File: src/rtl/sub2_sched.sv
// Round-robin gather of three request bytes into a frame, issued to a shared sub2
// datapath; waits for done or timeout and returns the result on a valid/ready port.
module sub2_sched #(
  parameter int unsigned TIMEOUT = 15
) (
  input  logic            clk,
  input  logic            rst,
  input  logic [2:0]      req_valid,
  input  logic [0:2][7:0] req_data,
  output logic [2:0]      req_ready,
  input  logic [1:0]      cfg_mode,
  output logic            sig_e,
  output logic [1:0]      sig_f,
  output logic [0:2][7:0] sig_g,
  output logic [7:0]      sig_h [0:2],
  input  logic            sig_i,
  input  logic [1:0]      sig_j,
  input  logic [0:2][7:0] sig_k,
  input  logic [7:0]      sig_l [0:2],
  output logic            rsp_valid,
  input  logic            rsp_ready,
  output logic [0:2][7:0] rsp_data,
  output logic [7:0]      rsp_tag [0:2],
  output logic [1:0]      rsp_status,
  output logic            timeout
);

  typedef enum logic [1:0] {StGather, StIssue, StWait, StResp} state_e;

  localparam logic [7:0] WaitLast = 8'(TIMEOUT - 1);

  state_e          state_q;
  logic [1:0]      cnt_q;
  logic [1:0]      ptr_q;
  logic [7:0]      wcnt_q;
  logic            sig_e_q;
  logic [1:0]      sig_f_q;
  logic [0:2][7:0] sig_g_q;
  logic [7:0]      sig_h_q [0:2];
  logic            rsp_valid_q;
  logic [0:2][7:0] rsp_data_q;
  logic [7:0]      rsp_tag_q [0:2];
  logic [1:0]      rsp_status_q;
  logic            timeout_q;

  logic [1:0]      grant_id;
  logic [1:0]      lane;
  logic            found;
  logic            accept;

  function automatic logic [1:0] next_lane(input logic [1:0] l);
    return (l == 2'd2) ? 2'd0 : l + 2'd1;
  endfunction

  // Scan lanes starting just after the last grant; first valid lane wins.
  always_comb begin
    req_ready = '0;
    grant_id  = '0;
    found     = 1'b0;
    lane      = next_lane(ptr_q);
    if (state_q == StGather) begin
      for (int i = 0; i < 3; i++) begin
        if (req_valid[lane] && !found) begin
          found           = 1'b1;
          req_ready[lane] = 1'b1;
          grant_id        = lane;
        end
        lane = next_lane(lane);
      end
    end
  end

  assign accept = |req_ready;

  always_ff @(posedge clk) begin
    if (rst) begin
      state_q      <= StGather;
      cnt_q        <= '0;
      ptr_q        <= 2'd2;
      wcnt_q       <= '0;
      sig_e_q      <= 1'b0;
      sig_f_q      <= '0;
      sig_g_q      <= '0;
      rsp_valid_q  <= 1'b0;
      rsp_data_q   <= '0;
      rsp_status_q <= '0;
      timeout_q    <= 1'b0;
      for (int k = 0; k < 3; k++) begin
        sig_h_q[k]   <= '0;
        rsp_tag_q[k] <= '0;
      end
    end else begin
      sig_e_q   <= 1'b0;
      timeout_q <= 1'b0;
      unique case (state_q)
        StGather: begin
          if (accept) begin
            sig_g_q[cnt_q] <= req_data[grant_id];
            sig_h_q[cnt_q] <= {6'b0, grant_id};
            ptr_q          <= grant_id;
            if (cnt_q == 2'd2) begin
              sig_f_q <= cfg_mode;
              cnt_q   <= '0;
              sig_e_q <= 1'b1;
              state_q <= StIssue;
            end else begin
              cnt_q <= cnt_q + 2'd1;
            end
          end
        end
        StIssue: begin
          wcnt_q  <= '0;
          state_q <= StWait;
        end
        StWait: begin
          // Done takes precedence over a timeout landing on the same cycle.
          if (sig_i) begin
            rsp_status_q <= sig_j;
            rsp_data_q   <= sig_k;
            rsp_tag_q    <= sig_l;
            rsp_valid_q  <= 1'b1;
            state_q      <= StResp;
          end else if (wcnt_q == WaitLast) begin
            rsp_status_q <= 2'b11;
            rsp_data_q   <= '0;
            for (int k = 0; k < 3; k++) rsp_tag_q[k] <= '0;
            timeout_q    <= 1'b1;
            rsp_valid_q  <= 1'b1;
            state_q      <= StResp;
          end else begin
            wcnt_q <= wcnt_q + 8'd1;
          end
        end
        StResp: begin
          if (rsp_ready) begin
            rsp_valid_q <= 1'b0;
            sig_g_q     <= '0;
            for (int k = 0; k < 3; k++) sig_h_q[k] <= '0;
            state_q     <= StGather;
          end
        end
        default: state_q <= StGather;
      endcase
    end
  end

  assign sig_e      = sig_e_q;
  assign sig_f      = sig_f_q;
  assign sig_g      = sig_g_q;
  assign sig_h      = sig_h_q;
  assign rsp_valid  = rsp_valid_q;
  assign rsp_data   = rsp_data_q;
  assign rsp_tag    = rsp_tag_q;
  assign rsp_status = rsp_status_q;
  assign timeout    = timeout_q;

endmodule

File: config.mk
export PLATFORM = sky130hd
export DESIGN_NAME = sub2_sched
export DESIGN_NICKNAME = d
export VERILOG_FILES = /design/src/rtl/sub2_sched.sv
export SDC_FILE = /design/constraint.sdc
export NUM_CORES = 1
export LEC_CHECK = 0
export ABC_AREA = 1
export CORE_MARGIN = 4
export CORE_UTILIZATION = 46
export CTS_CLUSTER_SIZE = 12
export DETAILED_ROUTE_END_ITERATION = 7
export HOLD_SLACK_MARGIN = 0.1
export PLACE_DENSITY_LB_ADDON = 0.08
export SYNTH_ARGS = -nofsm -noshare
export SYNTH_HDL_FRONTEND = slang
export SYNTH_SLANG_ARGS = --single-unit
File: constraint.sdc
create_clock -name clk -period 4.51 [get_ports clk]
set_input_delay 0.902 -clock clk [delete_from_list [all_inputs] [get_ports clk]]
set_output_delay 0.902 -clock clk [all_outputs]
set_load 0.02 [all_outputs]
==> results.sh <==
export IMPL_slew_headroom_pct=18.0
export IMPL_crit_path_max_fanout=10
export IMPL_cts_hold_buffers=0
export IMPL_grtUsageTotal_pct=21.9
export IMPL_port_buffers=170
export IMPL_synth_simple_gate_area_share_pct=29.5
export IMPL_critPathLaunchType="input port"
export IMPL_die_y_um=105
export IMPL_cpLargestDelayFamily="buffers and inverters"
export IMPL_synth_cell_types=33
export IMPL_report_final_slew_viol_count=0
export IMPL_clock_path_buffers=2
export IMPL_hold_class="flop to flop"
export IMPL_leakage_nw=2.43
export IMPL_clk_pin_slew_ns=0.09
export IMPL_nets=845
export IMPL_cts_repair_resized=0
export IMPL_synth_compound_area_share_pct=13.0
export IMPL_gp_congestion=0.875
export IMPL_async_flop_share_pct=0
export IMPL_hold_viol=0
export IMPL_design_area_um2=6230
export IMPL_cts_num_sinks=99
export IMPL_clk_latency_ns=0.36
export IMPL_syn_avg_cell_area_um2=7.23
export IMPL_cts_buffers=9
export IMPL_grt_overflow=0
export IMPL_setup_tns_ns=0
export IMPL_drc=0
export IMPL_grt_setup_unrepaired="no"
export IMPL_num_rows=35
export IMPL_core_um2=9200
export IMPL_synth_seq_cells=99
export IMPL_drive_gt1_share_pct=5.39
export IMPL_vias_per_cell=4.88
export IMPL_routed_wl_um=12100
export IMPL_drtIter0Drc=194
export IMPL_dr_total_vias=4259
export IMPL_hpwl_um=9000
export IMPL_antenna_left=0
export IMPL_grt_start_max_net_pins=52
export IMPL_fin_total_pwr_w=0.00329
export IMPL_yosysWarnings=0
export IMPL_critPathCaptureType="primary output"
export IMPL_fmax_ghz=0.245
export IMPL_tightestPinTransition_ns=1.22
export IMPL_die_area_um2=11000
export IMPL_start_util_pct=46.9
export IMPL_ios=189
export IMPL_slowest_stage="clkdlybuf4s50_1"
export IMPL_first_global_vias=4260
export IMPL_fin_util_pct=67.7
export IMPL_critPathRequiredTime_ns=3.61
export IMPL_antenna_found_initial=0
export IMPL_area_growth_pct=44.3
export IMPL_routedWlPerCell_um=13.9
export IMPL_synthAdderAreaFrac_pct=1.74
export IMPL_synth_top_family_by_area="simple AND/OR/NAND/NOR gates"
export IMPL_dr_pass1_iters=4
export IMPL_synthMuxAreaShare_pct=0
export IMPL_grt_pass1_wl_um=20000
export IMPL_post_dp_cell_area_um2=6010
export IMPL_yosys_most_used_dff="dfxtp_1"
export IMPL_power_density_nw_per_um2=528
export IMPL_root_buffer="clkbuf_8"
export IMPL_critPathKind="input port to primary output"
export IMPL_cts_tree="yes"
export IMPL_synthXorXnorAreaFrac_pct=0.203
export IMPL_crit_chain="clkdlybuf4s50_1, inv_1, nand3_1, inv_1, nor2_1, nand3_1, nand3_2, nand2_2, inv_1, clkdlybuf4s50_1"
export IMPL_synth_seq_area_share_pct=45.9
export IMPL_worstPathBufferInverterCount=5
export IMPL_syn_area_um2=4320
export IMPL_crit_arrival_ns=3.17
export IMPL_syn_inst=597
export IMPL_finalSetupViolations=0
export IMPL_fin_skew_ns=0.0128
export IMPL_ir_drop_v=0.000223
export IMPL_post_route_min_period_ns=4.08
export IMPL_die_w_um=105
export IMPL_htree_levels=3
export IMPL_slowest_delay_ns=0.64
export IMPL_drv_cap=0
export IMPL_n_antenna_cell=0
export IMPL_whs_ns=0.460
export IMPL_cts_setup_buffers=0
export IMPL_period_share_pct=90.4
export IMPL_status="completed"
export IMPL_synth_edf_count=0
export IMPL_cpMostUsedCell="inv_1"
## final timing paths
path / startpoint / cells past startpoint / endpoint / slack (ns)
max: req_valid[0] / 10 / req_ready[1] / 0.43
max reg2reg: state_q[0] / 7 / sig_g[17] / 2.01
min: rsp_status[1] / 2 / rsp_status[1] / 0.46
min reg2reg: rsp_status[1] / 2 / rsp_status[1] / 0.46
## cell usage in the layout (no fill, tap or decap), types with 7 or more instances in the layout
cell type / count
nand2_1: 210
clkdlybuf4s50_1: 169
dfxtp_1: 99
a21oi_1: 89
inv_1: 46
nand3_1: 31
nor2_1: 23
conb_1: 18
clkbuf_8: 9
o21ai_0: 7
## cells in the mapped netlist (2+ instances only)
library cell,instances,area share (%)
ha_1,6,1.7
inv_2,3,0.26
a21oi_1,89,10
clkbuf_1,21,1.8
buf_4,18,3.1
nand3_2,5,1.2
nor2_1,23,2.0
nor2_2,3,0.43
o211ai_1,2,0.35
inv_1,46,4.0
o21ai_1,4,0.46
nand2_2,3,0.43
o21ai_0,7,0.81
dfxtp_1,99,46
nor3_1,6,0.70
nand3_1,31,3.6
a211oi_1,3,0.52
nand2_1,210,18
nor2_4,4,1.0
## worst reg2reg max path: stages (launching register included)
cell     delay [ns]
dfxtp_1        0.34
inv_1          0.10
ha_1           0.52
inv_1          0.23
a21oi_1        0.59
nand3_2        0.36
nand2_1        0.17
a21oi_1        0.08
## layer usage
| metal | vias up | part of all wire, % | GRT usage (%) |
|---|---|---|---|
| met5 | - | 0 | 0 |
| met4 | 0 | 1.5 | 7.40 |
| met3 | 19 | 10 | 9.14 |
| met2 | 151 | 47 | 36.0 |
| met1 | 1906 | 42 | 25.7 |
| li1 | 2183 | - | - |
## cell families after synthesis
kind of cell | count (synthesis)
other | 1
buffers and inverters | 90
and+or+nand+nor | 292
adders and majority gates | 6
AOI/OAI and AO/OA | 108
DFF | 99
xor gates and xnor gates | 1
## flip-flops by register name (all words and copies together), names as in the netlist
| register | cells |
|---|---|
| sig_h | 6 |
| sig_g | 24 |
| sig_f | 2 |
| ptr_q | 2 |
| wcnt_q | 8 |
| rsp_data | 24 |
| rsp_status | 2 |
| rsp_tag | 24 |
| sig_e | 1 |
| timeout | 1 |
| rsp_valid | 1 |
| cnt_q | 2 |
| state_q | 2 |
## per-stage QoR
step | worst slack [ns] | cells
3_3_place_gp | 0.648 | 856
6_report | 0.434 | 872
4_1_cts | 0.481 | 872
3_5_place_dp | 0.493 | 856
2_1_floorplan | 1.82 | 614
5_1_grt | 0.270 | 872
## power by group
part           switching [W]  internal (W)
logic               0.000985      0.000573
clock network       0.000303      0.000316
registers          0.0000906       0.00102
total                0.00138       0.00191
## final cells by class
| type | instances | area [um^2] |
|---|---|---|
| Sequential cell | 99 | 1980 |
| Tap cell | 111 | 139 |
| Inverter | 49 | 184 |
| Fill cell | 802 | 2970 |
| Multi-Input combinational cell | 425 | 2000 |
| Clock buffer | 11 | 131 |
| Clock inverter | 5 | 85.1 |
| Timing Repair Buffer | 172 | 1710 |
Power figures use the tool's default switching activity.
